==> config.mk <==
export PLATFORM = sky130hd
export DESIGN_NAME = addsub_byte_seq
export DESIGN_NICKNAME = d
export VERILOG_FILES = /design/src/rtl/addsub_pkg.sv /design/src/rtl/addsub8_slice.sv /design/src/rtl/addsub_byte_seq.sv
export SDC_FILE = /design/constraint.sdc
export NUM_CORES = 1
export LEC_CHECK = 0
export CAP_MARGIN = 15
export CORE_MARGIN = 2
export CORE_UTILIZATION = 54
export DETAILED_ROUTE_END_ITERATION = 8
export HOLD_SLACK_MARGIN = 0.08
export PLACE_DENSITY = 0.88
export SYNTH_ARGS = -nofsm -noshare
export SYNTH_HDL_FRONTEND = slang
export SYNTH_SLANG_ARGS = --single-unit
==> constraint.sdc <==
create_clock -name clk -period 10 [get_ports clk]
set_clock_uncertainty 0.1 [all_clocks]
set_input_delay 1.5 -clock clk [delete_from_list [all_inputs] [get_ports clk]]
set_output_delay 1.5 -clock clk [all_outputs]
set_load 0.005 [all_outputs]
==> src/rtl/addsub_pkg.sv <==
// ---------------------------------------------------------------------------
// addsub_pkg
// Shared types and constants for the byte-serial add/subtract sequencer.
//   state_t  : sequencer FSM states (IDLE, RUN, DONE)
//   BYTE_W   : width of one datapath slice
//   OP_ADD / OP_SUB : encoding of the op_sub input
//   nbytes() : number of byte slices needed for a given operand width
// ---------------------------------------------------------------------------
package addsub_pkg;

   localparam int BYTE_W = 8;

   localparam logic OP_ADD = 1'b0;
   localparam logic OP_SUB = 1'b1;

   typedef enum logic [1:0] {
      IDLE = 2'd0,
      RUN  = 2'd1,
      DONE = 2'd2
   } state_t;

   // Number of byte passes for an operand of the given width. The width is
   // expected to be a whole number of bytes.
   function automatic int nbytes(input int width);
      return width / BYTE_W;
   endfunction

endpackage

==> src/rtl/addsub8_slice.sv <==
// ---------------------------------------------------------------------------
// addsub8_slice
// Purely combinational 8-bit add/subtract slice.
//   a, b  : byte operands
//   inv   : when 1, b is one's-complemented before the add (subtract mode)
//   cin   : carry in from the previous byte
//   sum   : 8-bit result byte
//   cout  : carry out of bit 7
//   c7    : carry into bit 7, used for signed overflow detection
// ---------------------------------------------------------------------------
module addsub8_slice
   import addsub_pkg::*;
(
   input  logic [BYTE_W-1:0] a,
   input  logic [BYTE_W-1:0] b,
   input  logic              inv,
   input  logic              cin,
   output logic [BYTE_W-1:0] sum,
   output logic              cout,
   output logic              c7
);

   logic [BYTE_W-1:0] b_eff;
   logic [BYTE_W-1:0] low;
   logic [1:0]        high;

   // The add is split at bit 7 so the carry into the MSB is available on its
   // own; the upper stage is a single-bit full adder fed by that carry.
   assign b_eff = b ^ {BYTE_W{inv}};
   assign low   = {1'b0, a[BYTE_W-2:0]} + {1'b0, b_eff[BYTE_W-2:0]} + {{(BYTE_W-1){1'b0}}, cin};
   assign c7    = low[BYTE_W-1];
   assign high  = {1'b0, a[BYTE_W-1]} + {1'b0, b_eff[BYTE_W-1]} + {1'b0, c7};
   assign sum   = {high[0], low[BYTE_W-2:0]};
   assign cout  = high[1];

endmodule

==> src/rtl/addsub_byte_seq.sv <==
// ---------------------------------------------------------------------------
// addsub_byte_seq
// Byte-serial WIDTH-bit add/subtract sequencer. One addsub8_slice is reused
// for every byte, with the carry chained through a register between passes.
//   clk, rst            : clock, synchronous active-high reset
//   in_valid / in_ready : operand handshake (ready only in IDLE)
//   op_a, op_b, op_sub  : operands and operation (1 = A-B, 0 = A+B)
//   out_valid/out_ready : result handshake (valid held until accepted)
//   result, cout        : registered sum/difference and final carry
//   ovf, zero, neg      : status flags
// Build option: define ADDSUB_FLAGS_EN to generate ovf/zero/neg; otherwise
// they are tied to 0.
// ---------------------------------------------------------------------------
module addsub_byte_seq
   import addsub_pkg::*;
#(
   parameter int WIDTH = 32
) (
   input  logic             clk,
   input  logic             rst,
   input  logic             in_valid,
   output logic             in_ready,
   input  logic [WIDTH-1:0] op_a,
   input  logic [WIDTH-1:0] op_b,
   input  logic             op_sub,
   output logic             out_valid,
   input  logic             out_ready,
   output logic [WIDTH-1:0] result,
   output logic             cout,
   output logic             ovf,
   output logic             zero,
   output logic             neg
);

   localparam int NBYTES = nbytes(WIDTH);
   localparam int IDXW   = (NBYTES > 1) ? $clog2(NBYTES) : 1;
   localparam logic [IDXW-1:0] LAST_IDX = IDXW'(NBYTES - 1);

   state_t                        state_q, state_d;
   logic [NBYTES-1:0][BYTE_W-1:0] a_q, a_d;
   logic [NBYTES-1:0][BYTE_W-1:0] b_q, b_d;
   logic [NBYTES-1:0][BYTE_W-1:0] res_q, res_d;
   logic                          sub_q, sub_d;
   logic                          carry_q, carry_d;
   logic                          cout_q, cout_d;
   logic [IDXW-1:0]               idx_q, idx_d;

   logic [BYTE_W-1:0] slice_sum;
   logic              slice_cout;
   logic              slice_c7;
   logic              last_byte;

   // The single slice always looks at the byte selected by the index; its
   // output only matters while the FSM is in RUN.
   addsub8_slice u_slice (
      .a    (a_q[idx_q]),
      .b    (b_q[idx_q]),
      .inv  (sub_q),
      .cin  (carry_q),
      .sum  (slice_sum),
      .cout (slice_cout),
      .c7   (slice_c7)
   );

   assign last_byte = (state_q == RUN) && (idx_q == LAST_IDX);

   // Next-state and datapath update. Everything holds by default; IDLE
   // captures a new operand set, RUN writes one result byte per cycle, and
   // DONE waits for the consumer to take the result.
   always_comb begin
      state_d = state_q;
      a_d     = a_q;
      b_d     = b_q;
      res_d   = res_q;
      sub_d   = sub_q;
      carry_d = carry_q;
      cout_d  = cout_q;
      idx_d   = idx_q;
      unique case (state_q)
         IDLE: begin
            if (in_valid) begin
               a_d     = op_a;
               b_d     = op_b;
               sub_d   = op_sub;
               carry_d = (op_sub == OP_SUB);
               idx_d   = '0;
               state_d = RUN;
            end
         end
         RUN: begin
            res_d[idx_q] = slice_sum;
            carry_d      = slice_cout;
            idx_d        = idx_q + 1'b1;
            if (last_byte) begin
               cout_d  = slice_cout;
               idx_d   = '0;
               state_d = DONE;
            end
         end
         DONE: begin
            if (out_ready) begin
               state_d = IDLE;
            end
         end
         default: begin
            state_d = IDLE;
         end
      endcase
   end

   // State and datapath registers with synchronous reset.
   always_ff @(posedge clk) begin
      if (rst) begin
         state_q <= IDLE;
         a_q     <= '0;
         b_q     <= '0;
         res_q   <= '0;
         sub_q   <= 1'b0;
         carry_q <= 1'b0;
         cout_q  <= 1'b0;
         idx_q   <= '0;
      end else begin
         state_q <= state_d;
         a_q     <= a_d;
         b_q     <= b_d;
         res_q   <= res_d;
         sub_q   <= sub_d;
         carry_q <= carry_d;
         cout_q  <= cout_d;
         idx_q   <= idx_d;
      end
   end

   assign in_ready  = (state_q == IDLE);
   assign out_valid = (state_q == DONE);
   assign result    = res_q;
   assign cout      = cout_q;

`ifdef ADDSUB_FLAGS_EN
   logic ovf_q, zero_q, neg_q;

   // Flags are captured together with the final byte, so they describe the
   // complete result for the whole time DONE is held.
   always_ff @(posedge clk) begin
      if (rst) begin
         ovf_q  <= 1'b0;
         zero_q <= 1'b0;
         neg_q  <= 1'b0;
      end else if (last_byte) begin
         ovf_q  <= slice_c7 ^ slice_cout;
         zero_q <= (res_d == '0);
         neg_q  <= slice_sum[BYTE_W-1];
      end
   end

   assign ovf  = ovf_q;
   assign zero = zero_q;
   assign neg  = neg_q;
`else
   logic unused_c7;

   // Without flag support the MSB carry has no consumer.
   assign unused_c7 = slice_c7;
   assign ovf       = 1'b0;
   assign zero      = 1'b0;
   assign neg       = 1'b0;
`endif

endmodule

==> impl_metrics.json, run 1 <==
{
  "track_usage_pct": 24.1,
  "r2r_setup_slack_ns": 6.04,
  "finalSetupViolCount": 0,
  "regArea_um2": 2060,
  "power_frac_comb_pct": 18.0,
  "grt-ovfl-total": 0,
  "wl_met3_um": 820,
  "n_antenna_cell": 0,
  "grt_pass1_wl_mm": 18.6,
  "grt_max_degree": 100,
  "synth.distinct_cells": 39,
  "period_share_pct": 39.6,
  "slew_headroom_pct": 31.1,
  "initial_core_util_pct": 56.2,
  "syn_to_final_growth_pct": 24.0,
  "p_leak_nw": 2.15,
  "critPathArrivalTime_ns": 4.14,
  "holdPathEnd": "a_q[8]",
  "vias": 4181,
  "fin_crit_ns": 3.96,
  "die_w_um": 96.9,
  "ctsHoldBuffers": 0,
  "crit_start": "idx_q[0]",
  "end_kind": "flip-flop",
  "clockBufferDepth": 2,
  "final_util_pct": 69.7,
  "clk_pin_slew_worst_paths_ns": 0.09,
  "worst_pin_slew_ns": 1.03,
  "drc": 0,
  "switching_share_pct": 27.6,
  "crit_type": "reg2reg",
  "start_kind": "flip-flop",
  "avgSynthCellArea_um2": 8.52,
  "post_cts_buffers": 0,
  "boundaryPins": 107,
  "cp.required_ns": 10.18,
  "seqPwrFrac_pct": 54.6,
  "multi_input_area_um2": 2340,
  "fillCellCount": 639,
  "coreArea_um2": 8300,
  "root_buffer": "clkbuf_8",
  "drt_wl_total_mm": 11.5,
  "highest_layer": "met4",
  "worstHoldStart": "a_q[8]",
  "power.switching_mw": 0.226,
  "cts_resized": 0,
  "syn-cell-area_um2": 4660,
  "max_clock_freq_ghz": 0.252,
  "dp_slack_ns": 5.68,
  "vias_per_cell": 5.74,
  "clkPwrFrac_pct": 27.3,
  "clock-sinks": 103,
  "portBuffers": 103,
  "vdd_ir_drop_max_mv": 0.0844,
  "ys_seq_area_share_pct": 44.2,
  "dp_hpwl_mm": 8.34,
  "wl_per_cell_um": 15.8,
  "drt-initial-drc-count": 210,
  "synthCells": 547,
  "nets": 701,
  "powerDensity_nw_per_um2": 141,
  "report.final.slew_viol_count": 0,
  "wl_met1_mm": 4.54,
  "ys_top_cells_by_area": "dfxtp_1 44%, nand2_1 13%, a21oi_1 8.8%",
  "max_cap_viol_count": 0,
  "layout_setup_ws_ns": 6.04,
  "numCtsBuffers": 9,
  "first_pass_iters": 5,
  "gp_congestion": 0.925,
  "grt_pass1_vias": 4129,
  "synth_top_cell_area_share_pct": 44.2,
  "status": "complete, no violations",
  "r2r_cells": 11,
  "cp_max_fo": 14,
  "hold_violations": 0,
  "synth_warnings": 0,
  "die_y_um": 96.9,
  "cts_max_level": 3,
  "met2_length_mm": 5.80,
  "rsz0062_at_grt": "false",
  "r2r-start": "idx_q[0]",
  "yosys.area.top_type": "dfxtp_1",
  "whs_path_depth": 2,
  "ant_nets": 0,
  "p_int_mw": 0.592,
  "dieArea_um2": 9390,
  "synth-seq-cells": 103,
  "antenna_found_initial": 0,
  "rows": 33,
  "hp-class": "reg2reg",
  "tns_ns": 0,
  "clk_latency_ns": 0.36,
  "cts_tree": "done",
  "r2r-end": "result[23]",
  "layout-drive-gt1-share_pct": 6.26
}
## cell usage in the layout (no fill, tap or decap), types with 2 or more instances in the layout
cell type / instances
nand3b_1: 7
mux4_2: 16
o21ai_0: 4
o311ai_0: 6
a211o_1: 4
clkbuf_8: 9
a211oi_1: 4
nand2_1: 166
a21o_1: 3
o311ai_1: 6
clkdlybuf4s50_1: 102
and3_1: 2
conb_1: 3
a31oi_1: 5
fa_1: 3
a21oi_1: 82
ha_1: 10
nor3_1: 12
nand2b_1: 2
and2_1: 4
nor2_1: 13
inv_1: 3
nand3_1: 23
clkbuf_1: 3
dfxtp_1: 103
xor2_1: 8
## critical path, cell delays in order (launching register included)
cell and delay (ns):
dfxtp_1 0.65, buf_16 0.23, mux4_2 0.51, xor2_1 0.17, fa_1 0.46, a21o_1 0.20, a221o_1 0.42, o211ai_1 0.20
nand2_1 0.10, fa_1 0.61, nand2_1 0.07, a21oi_1 0.15
## worst max-delay path by stage
stage                             to  slack, ns
after floorplan           result[15]       6.48
after global placement     result[7]       5.82
after detailed placement   result[7]       5.68
after CTS                  result[7]       5.63
after global routing       result[7]       5.79
final                     result[23]       6.04
## stage by stage
stage	hold WS (ns)	area, um2	power, mW	std cells
global route	0.376	5780	0.850	728
CTS	0.358	5730	0.813	726
global placement	0.341	5580	0.592	711
finish	0.356	5780	0.817	728
detailed placement	0.346	5580	0.598	711
floorplan	0.333	4670	0.545	549
## sequential cells by signal, indices dropped and copies added, names as in the netlist
signal / cells
idx_q: 2
result: 32
b_q: 32
cout: 1
state_q: 2
carry_q: 1
sub_q: 1
a_q: 32
## final cells by class
| cell class | count | share of cell area [%] |
|---|---|---|
| Clock buffer | 12 | 2.34 |
| Timing Repair Buffer | 106 | 18.7 |
| Multi-Input combinational cell | 396 | 40.5 |
| Sequential cell | 103 | 35.7 |
| Inverter | 3 | 0.195 |
| Tap cell | 105 | 2.27 |
| Clock inverter | 3 | 0.368 |
## power by group through the flow
stage               combinational, mW  sequential [mW]  clock, mW
finish                          0.147            0.446      0.224
global route                    0.161            0.449      0.240
CTS                             0.141            0.448      0.224
detailed placement              0.140            0.458          0
global placement                0.135            0.456          0
floorplan                      0.0964            0.449          0
## routing by layer
layer | up-vias | GRT usage (%)
li1 | 2009 | -
met1 | 1939 | 26.7
met2 | 193 | 43.2
met3 | 40 | 6.65
met4 | 0 | 10.1
met5 | - | 0
## cell families (layout without fill, tap and decap cells)
group	Yosys count	in the layout	share of synthesized area, %
compound gates	118	118	14.8
other cells	1	3	0.0805
fa+ha+maj	13	13	3.97
simple gates	237	237	21.6
flops	103	103	44.2
xor+xnor	9	9	1.69
buf+inv	50	124	5.83
mux	16	16	7.73
## cells in the mapped netlist (all sizes together)
| cell type | n |
|---|---|
| nor2 | 14 |
| nand3 | 23 |
| a21o | 4 |
| a211oi | 4 |
| a21oi | 82 |
| buf | 31 |
| and2 | 5 |
| conb | 1 |
| o211ai | 1 |
| a221o | 2 |
| a31oi | 5 |
| a211o | 4 |
| or3b | 1 |
| inv | 3 |
| nor3 | 12 |
| fa | 3 |
| dfxtp | 103 |
| clkbuf | 16 |
| o21ai | 4 |
| xnor2 | 1 |
| nand2b | 2 |
| mux4 | 16 |
| ha | 10 |
| and2b | 1 |
| xor2 | 8 |
| nand2 | 167 |
| and3 | 4 |
| o311ai | 12 |
| nand3b | 7 |
| nor2b | 1 |
Note: power is estimated with default switching activity, not from simulation.
==> run 2, diff against run 1 <==
- CORE_UTILIZATION: 54 -> 45
- PLACE_DENSITY: 0.88 -> 0.79
- clock period: 10 -> 3.36 ns (I/O delays scaled with it)
==> impl_metrics.json, run 2 (synthesis gave the netlist of run 1 again) <==
{
  "drt_wl_total_mm": 11.6,
  "clockBufferDepth": 2,
  "path_buf_inv": 1,
  "dp_hpwl_mm": 8.60,
  "crit_path_max_incr_delay_ns": 0.61,
  "end_kind": "flip-flop",
  "drt-initial-drc-count": 219,
  "rsz0062_at_grt": "true",
  "max_cap_viol_count": 0,
  "root_buffer": "clkbuf_8",
  "crit_type": "reg2reg",
  "tns_ns": -0.00311,
  "clock-sinks": 103,
  "clk_pin_slew_worst_paths_ns": 0.10,
  "cp_common_cell": "nand2_1",
  "start_kind": "flip-flop",
  "vdd_ir_drop_max_mv": 0.241,
  "cp_slowest_cell": "fa_1",
  "dp_slack_ns": -0.0403,
  "initial_core_util_pct": 45.8,
  "ant_nets": 0,
  "path_cells": "buf_12 > mux4_2 > xor2_1 > fa_2 > a21o_1 > a221o_1 > o211ai_1 > nand2_1 > fa_1 > nand2_1 > a21oi_1",
  "period_share_pct": 100,
  "p_leak_nw": 2.28,
  "final_common_cell": "nand2_1",
  "layout-drive-gt1-share_pct": 10.6,
  "wl_per_cell_um": 14.9,
  "crit_start": "idx_q[0]",
  "worst_pin_slew_ns": 0.958,
  "portBuffers": 103,
  "antenna_found_initial": 0,
  "fin_crit_ns": 3.36,
  "syn_to_final_growth_pct": 30.0,
  "n_antenna_cell": 0,
  "boundaryPins": 107,
  "final_cell_mix": "166 x nand2_1, 102 x clkdlybuf4s50_1, 101 x dfxtp_1, 81 x a21oi_1, 23 x nand3_1",
  "final_util_pct": 59.5,
  "fillCellCount": 879,
  "cts_tree": "done",
  "nets": 720,
  "worstHoldStart": "a_q[28]",
  "status": "complete, but fails checks",
  "grt_pass1_wl_mm": 18.8,
  "numCtsBuffers": 9,
  "die_w_um": 106,
  "dieArea_um2": 11200,
  "vias": 4158,
  "cpLargestDelayFamily": "adder cells",
  "cts_max_level": 3,
  "grt_max_degree": 99,
  "power_mw": 2.69,
  "gp_congestion": 0.848,
  "r2r-start": "idx_q[0]",
  "max_clock_freq_ghz": 0.297,
  "grt_pass1_vias": 3945,
  "clk_latency_ns": 0.37,
  "critPathArrivalTime_ns": 3.56,
  "rows": 37,
  "fin_hold_ws_ns": 0.355,
  "hold_violations": 0,
  "grt-ovfl-total": 0,
  "cp_max_fo": 5,
  "failed_checks": "setup timing",
  "cp.required_ns": 3.56,
  "powerDensity_nw_per_um2": 444,
  "report.final.slew_viol_count": 0,
  "track_usage_pct": 21.0,
  "first_pass_iters": 5,
  "finalSetupViolCount": 1,
  "coreArea_um2": 10200,
  "vias_per_cell": 5.34,
  "slew_headroom_pct": 36.2,
  "die_y_um": 106,
  "layout_setup_ws_ns": -0.00311,
  "drc": 0,
  "hp-class": "reg2reg"
}
## run 2: cell types whose count changed in the layout (fill, tap and decap cells not counted), sizes merged
| cell | change |
|---|---|
| buf | +18 |
| clkbuf | -1 |
| inv | +2 |
| bufinv | +2 |
| clkinv | -1 |
## run 2: path summary, 6_finish.rpt
path,endpoint,slack [ns],cells after the start
worst max register to register,result[15],-0.003,11
worst max-delay path,result[15],-0.003,11
worst min register to register,a_q[28],0.35,2
worst min-delay path,a_q[28],0.35,2
## run 2: layout make-up
cell class | count | area (um2) | area share (%)
Multi-Input combinational cell | 396 | 2360 | 38.9
Sequential cell | 103 | 2070 | 34.1
Timing Repair Buffer | 125 | 1220 | 20.2
Tap cell | 136 | 170 | 2.81
Clock buffer | 10 | 138 | 2.27
Clock inverter | 6 | 90.1 | 1.49
Inverter | 3 | 11.3 | 0.186
## run 2: routing by layer
metal | track usage [%] | vias to the layer above | part of all wire [%]
met5 | 0 | - | 0
met4 | 6.30 | 0 | 1.7
met3 | 3.65 | 18 | 5.2
met2 | 37.6 | 153 | 51
met1 | 25.7 | 1937 | 42
li1 | - | 2050 | -
## run 2: what timing repair did
| item | in CTS | in global routing |
|---|---|---|
| pin swaps | 2 | 7 |
| endpoints found under the hold margin | 0 | 0 |
| buffers inserted | 0 | 8 |
| hold buffers | 0 | 0 |
| resized for setup | 2 | 6 |
| gates cloned | 0 | 1 |
| setup endpoints to repair | 4 | 5 |
## run 2: where the power goes
group | internal [mW] | switching (mW)
clock network | 0.444 | 0.435
registers | 1.28 | 0.0431
logic | 0.240 | 0.242
total | 1.97 | 0.721
## run 2: through the flow
| stage | area, um2 | instances |
|---|---|---|
| floorplan | 4680 | 549 |
| global placement | 5720 | 754 |
| detailed placement | 5720 | 754 |
| CTS | 5960 | 770 |
| global route | 6060 | 779 |
| finish | 6060 | 779 |
## run 2: worst reg2reg max path, cell delays in order (launching register included)
cell and delay (ns):
dfxtp_4 0.39, buf_12 0.12, mux4_2 0.51, xor2_1 0.18, fa_2 0.38, a21o_1 0.19, a221o_1 0.33, o211ai_1 0.17
nand2_1 0.10, fa_1 0.61, nand2_1 0.08, a21oi_1 0.14
==> run 3, diff against run 2 <==
--- a/config.mk
+++ b/config.mk
@@ -7,2 +7,3 @@
 export LEC_CHECK = 0
+export ABC_AREA = 1
 export CAP_MARGIN = 15
==> constraint.sdc (replaced) <==
create_clock -name clk -period 3.36 [get_ports clk]
set_clock_uncertainty 0.1 [all_clocks]
set_input_delay 0.336 -clock clk [delete_from_list [all_inputs] [get_ports clk]]
set_output_delay 0.336 -clock clk [all_outputs]
set_load 0.005 [all_outputs]
==> impl_metrics.json, run 3 <==
{
  "synth_most_common_cell": "nor2_1",
  "ys_seq_area_share_pct": 43.7,
  "hp-class": "reg2reg",
  "worst_pin_slew_ns": 0.741,
  "tns_ns": 0,
  "slew_headroom_pct": 50.5,
  "status": "complete, no violations",
  "final_common_cell": "nor2_1",
  "ant_nets": 0,
  "power_mw": 2.90,
  "first_pass_iters": 5,
  "numCtsBuffers": 9,
  "synth-xor-area-share_pct": 1.67,
  "crit_type": "reg2reg",
  "synth_top_family_by_area": "simple AND/OR/NAND/NOR gates",
  "fillCellCount": 948,
  "coreArea_um2": 10200,
  "grt_max_degree": 67,
  "fin_hold_ws_ns": 0.370,
  "synth.distinct_cells": 29,
  "vdd_ir_drop_max_mv": 0.239,
  "cp_max_fo": 29,
  "post_cts_buffers": 0,
  "final_util_pct": 58.0,
  "start_kind": "flip-flop",
  "vias": 4340,
  "wl_per_cell_um": 13.0,
  "dieArea_um2": 11300,
  "max_cap_viol_count": 0,
  "clockBufferDepth": 2,
  "regArea_um2": 2060,
  "avgSynthCellArea_um2": 7.32,
  "portBuffers": 103,
  "grt_pass1_vias": 4208,
  "synth_edf_count": 0,
  "layout-drive-gt1-share_pct": 5.22,
  "dp_hpwl_mm": 8.58,
  "cts_tree": "done",
  "multi_input_area_um2": 2250,
  "yosys.area.top_type": "dfxtp_1",
  "drt-initial-drc-count": 198,
  "ys_top_cells_by_area": "dfxtp_1 44%, nor2_1 12%, nand2_1 8.5%",
  "grt_pass1_wl_mm": 19.1,
  "syn_to_final_growth_pct": 25.7,
  "cp.required_ns": 3.56,
  "root_buffer": "clkbuf_8",
  "synth_top_cell_area_share_pct": 43.7,
  "rsz0062_at_grt": "false",
  "period_share_pct": 88.3,
  "cts_max_level": 3,
  "powerDensity_nw_per_um2": 489,
  "synth-seq-cells": 103,
  "synthSimpleGateAreaFrac_pct": 26.1,
  "drt_wl_total_mm": 11.3,
  "max_clock_freq_ghz": 0.337,
  "clk_latency_ns": 0.37,
  "clock-sinks": 103,
  "gp_congestion": 0.988,
  "clk_pin_slew_worst_paths_ns": 0.09,
  "antenna_found_initial": 0,
  "synth_warnings": 0,
  "cts_resized": 0,
  "final_cell_mix": "151 x nor2_1, 107 x nand2_1, 103 x dfxtp_1, 103 x clkdlybuf4s50_1, 72 x o21ai_0",
  "initial_core_util_pct": 46.1,
  "n_antenna_cell": 0,
  "fin_crit_ns": 2.97,
  "ctsHoldBuffers": 0,
  "die_w_um": 106,
  "end_kind": "flip-flop",
  "rows": 37,
  "report.final.slew_viol_count": 0,
  "synthCells": 645,
  "async_flop_share_pct": 0,
  "synth_common_cells": "151 x nor2_1, 107 x nand2_1, 103 x dfxtp_1",
  "synthAdderAreaFrac_pct": 3.92,
  "syn-cell-area_um2": 4720,
  "muxShareOfSynthArea_pct": 0,
  "critPathArrivalTime_ns": 3.16,
  "vias_per_cell": 5.02,
  "p_leak_nw": 2.52,
  "hold_violations": 0,
  "nets": 808,
  "grt-ovfl-total": 0,
  "boundaryPins": 107,
  "synth-compound-area-share_pct": 15.7,
  "finalSetupViolCount": 0,
  "track_usage_pct": 20.8,
  "drc": 0,
  "ys.flop_type": "dfxtp_1",
  "die_y_um": 106
}
## run 3: cell type report
| type | count | share of cell area [%] |
|---|---|---|
| multi-input combinational | 465 | 37.9 |
| sequential | 103 | 34.8 |
| timing repair buffer | 110 | 18.3 |
| tap | 136 | 2.87 |
| inverter | 37 | 2.45 |
| clock buffer | 9 | 2.09 |
| clock inverter | 4 | 1.65 |
## run 3: worst max-delay path: stages (launching register included)
cell and delay (ns):
dfxtp_1 0.33, inv_2 0.33, nand2_1 0.10, nand3_1 0.10, nand2_1 0.07, xor2_1 0.14
ha_1 0.37, a21oi_1 0.20, nand2_1 0.11, nand4_1 0.09, o211ai_1 0.12, fa_1 0.62
nand2_1 0.07, a21oi_1 0.13
## run 3: routing by layer
metal,up-vias,share of wire [%],track usage (%)
li1,2229,-,-
met1,1959,43,25.4
met2,132,50,36.3
met3,20,5.1,3.80
met4,0,2.0,8.27
met5,-,0,0
## run 3: logic make-up (layout without fill, tap and decap cells)
family / Yosys count / in the layout
buffers and inverters: 79 / 160
DFF: 103 / 103
other: 1 / 3
adders and majority gates: 13 / 13
AOI/OAI and AO/OA: 136 / 136
xor gates and xnor gates: 9 / 9
and+or+nand+nor: 304 / 304
## run 3: final timing paths
check        startpoint         end  slack, ns  cells past startpoint
max            idx_q[0]  result[23]       0.39                     13
min           result[9]   result[9]       0.37                      2
max reg2reg    idx_q[0]  result[23]       0.39                     13
min reg2reg   result[9]   result[9]       0.37                      2
## run 3: where the power goes
| group | leakage, nW | total, mW | internal [mW] | switching [mW] |
|---|---|---|---|---|
| combinational | 1.56 | 0.662 | 0.278 | 0.384 |
| clock | 0.107 | 0.880 | 0.482 | 0.397 |
| sequential | 0.847 | 1.36 | 1.31 | 0.0534 |
## run 3: metrics by stage
step	std cells	worst slack (ns)	cell area, um2
after floorplan	647	0.569	4730
after global placement	851	0.580	5710
after detailed placement	851	0.443	5710
after CTS	864	0.417	5930
after global routing	864	0.194	5930
final	864	0.393	5930
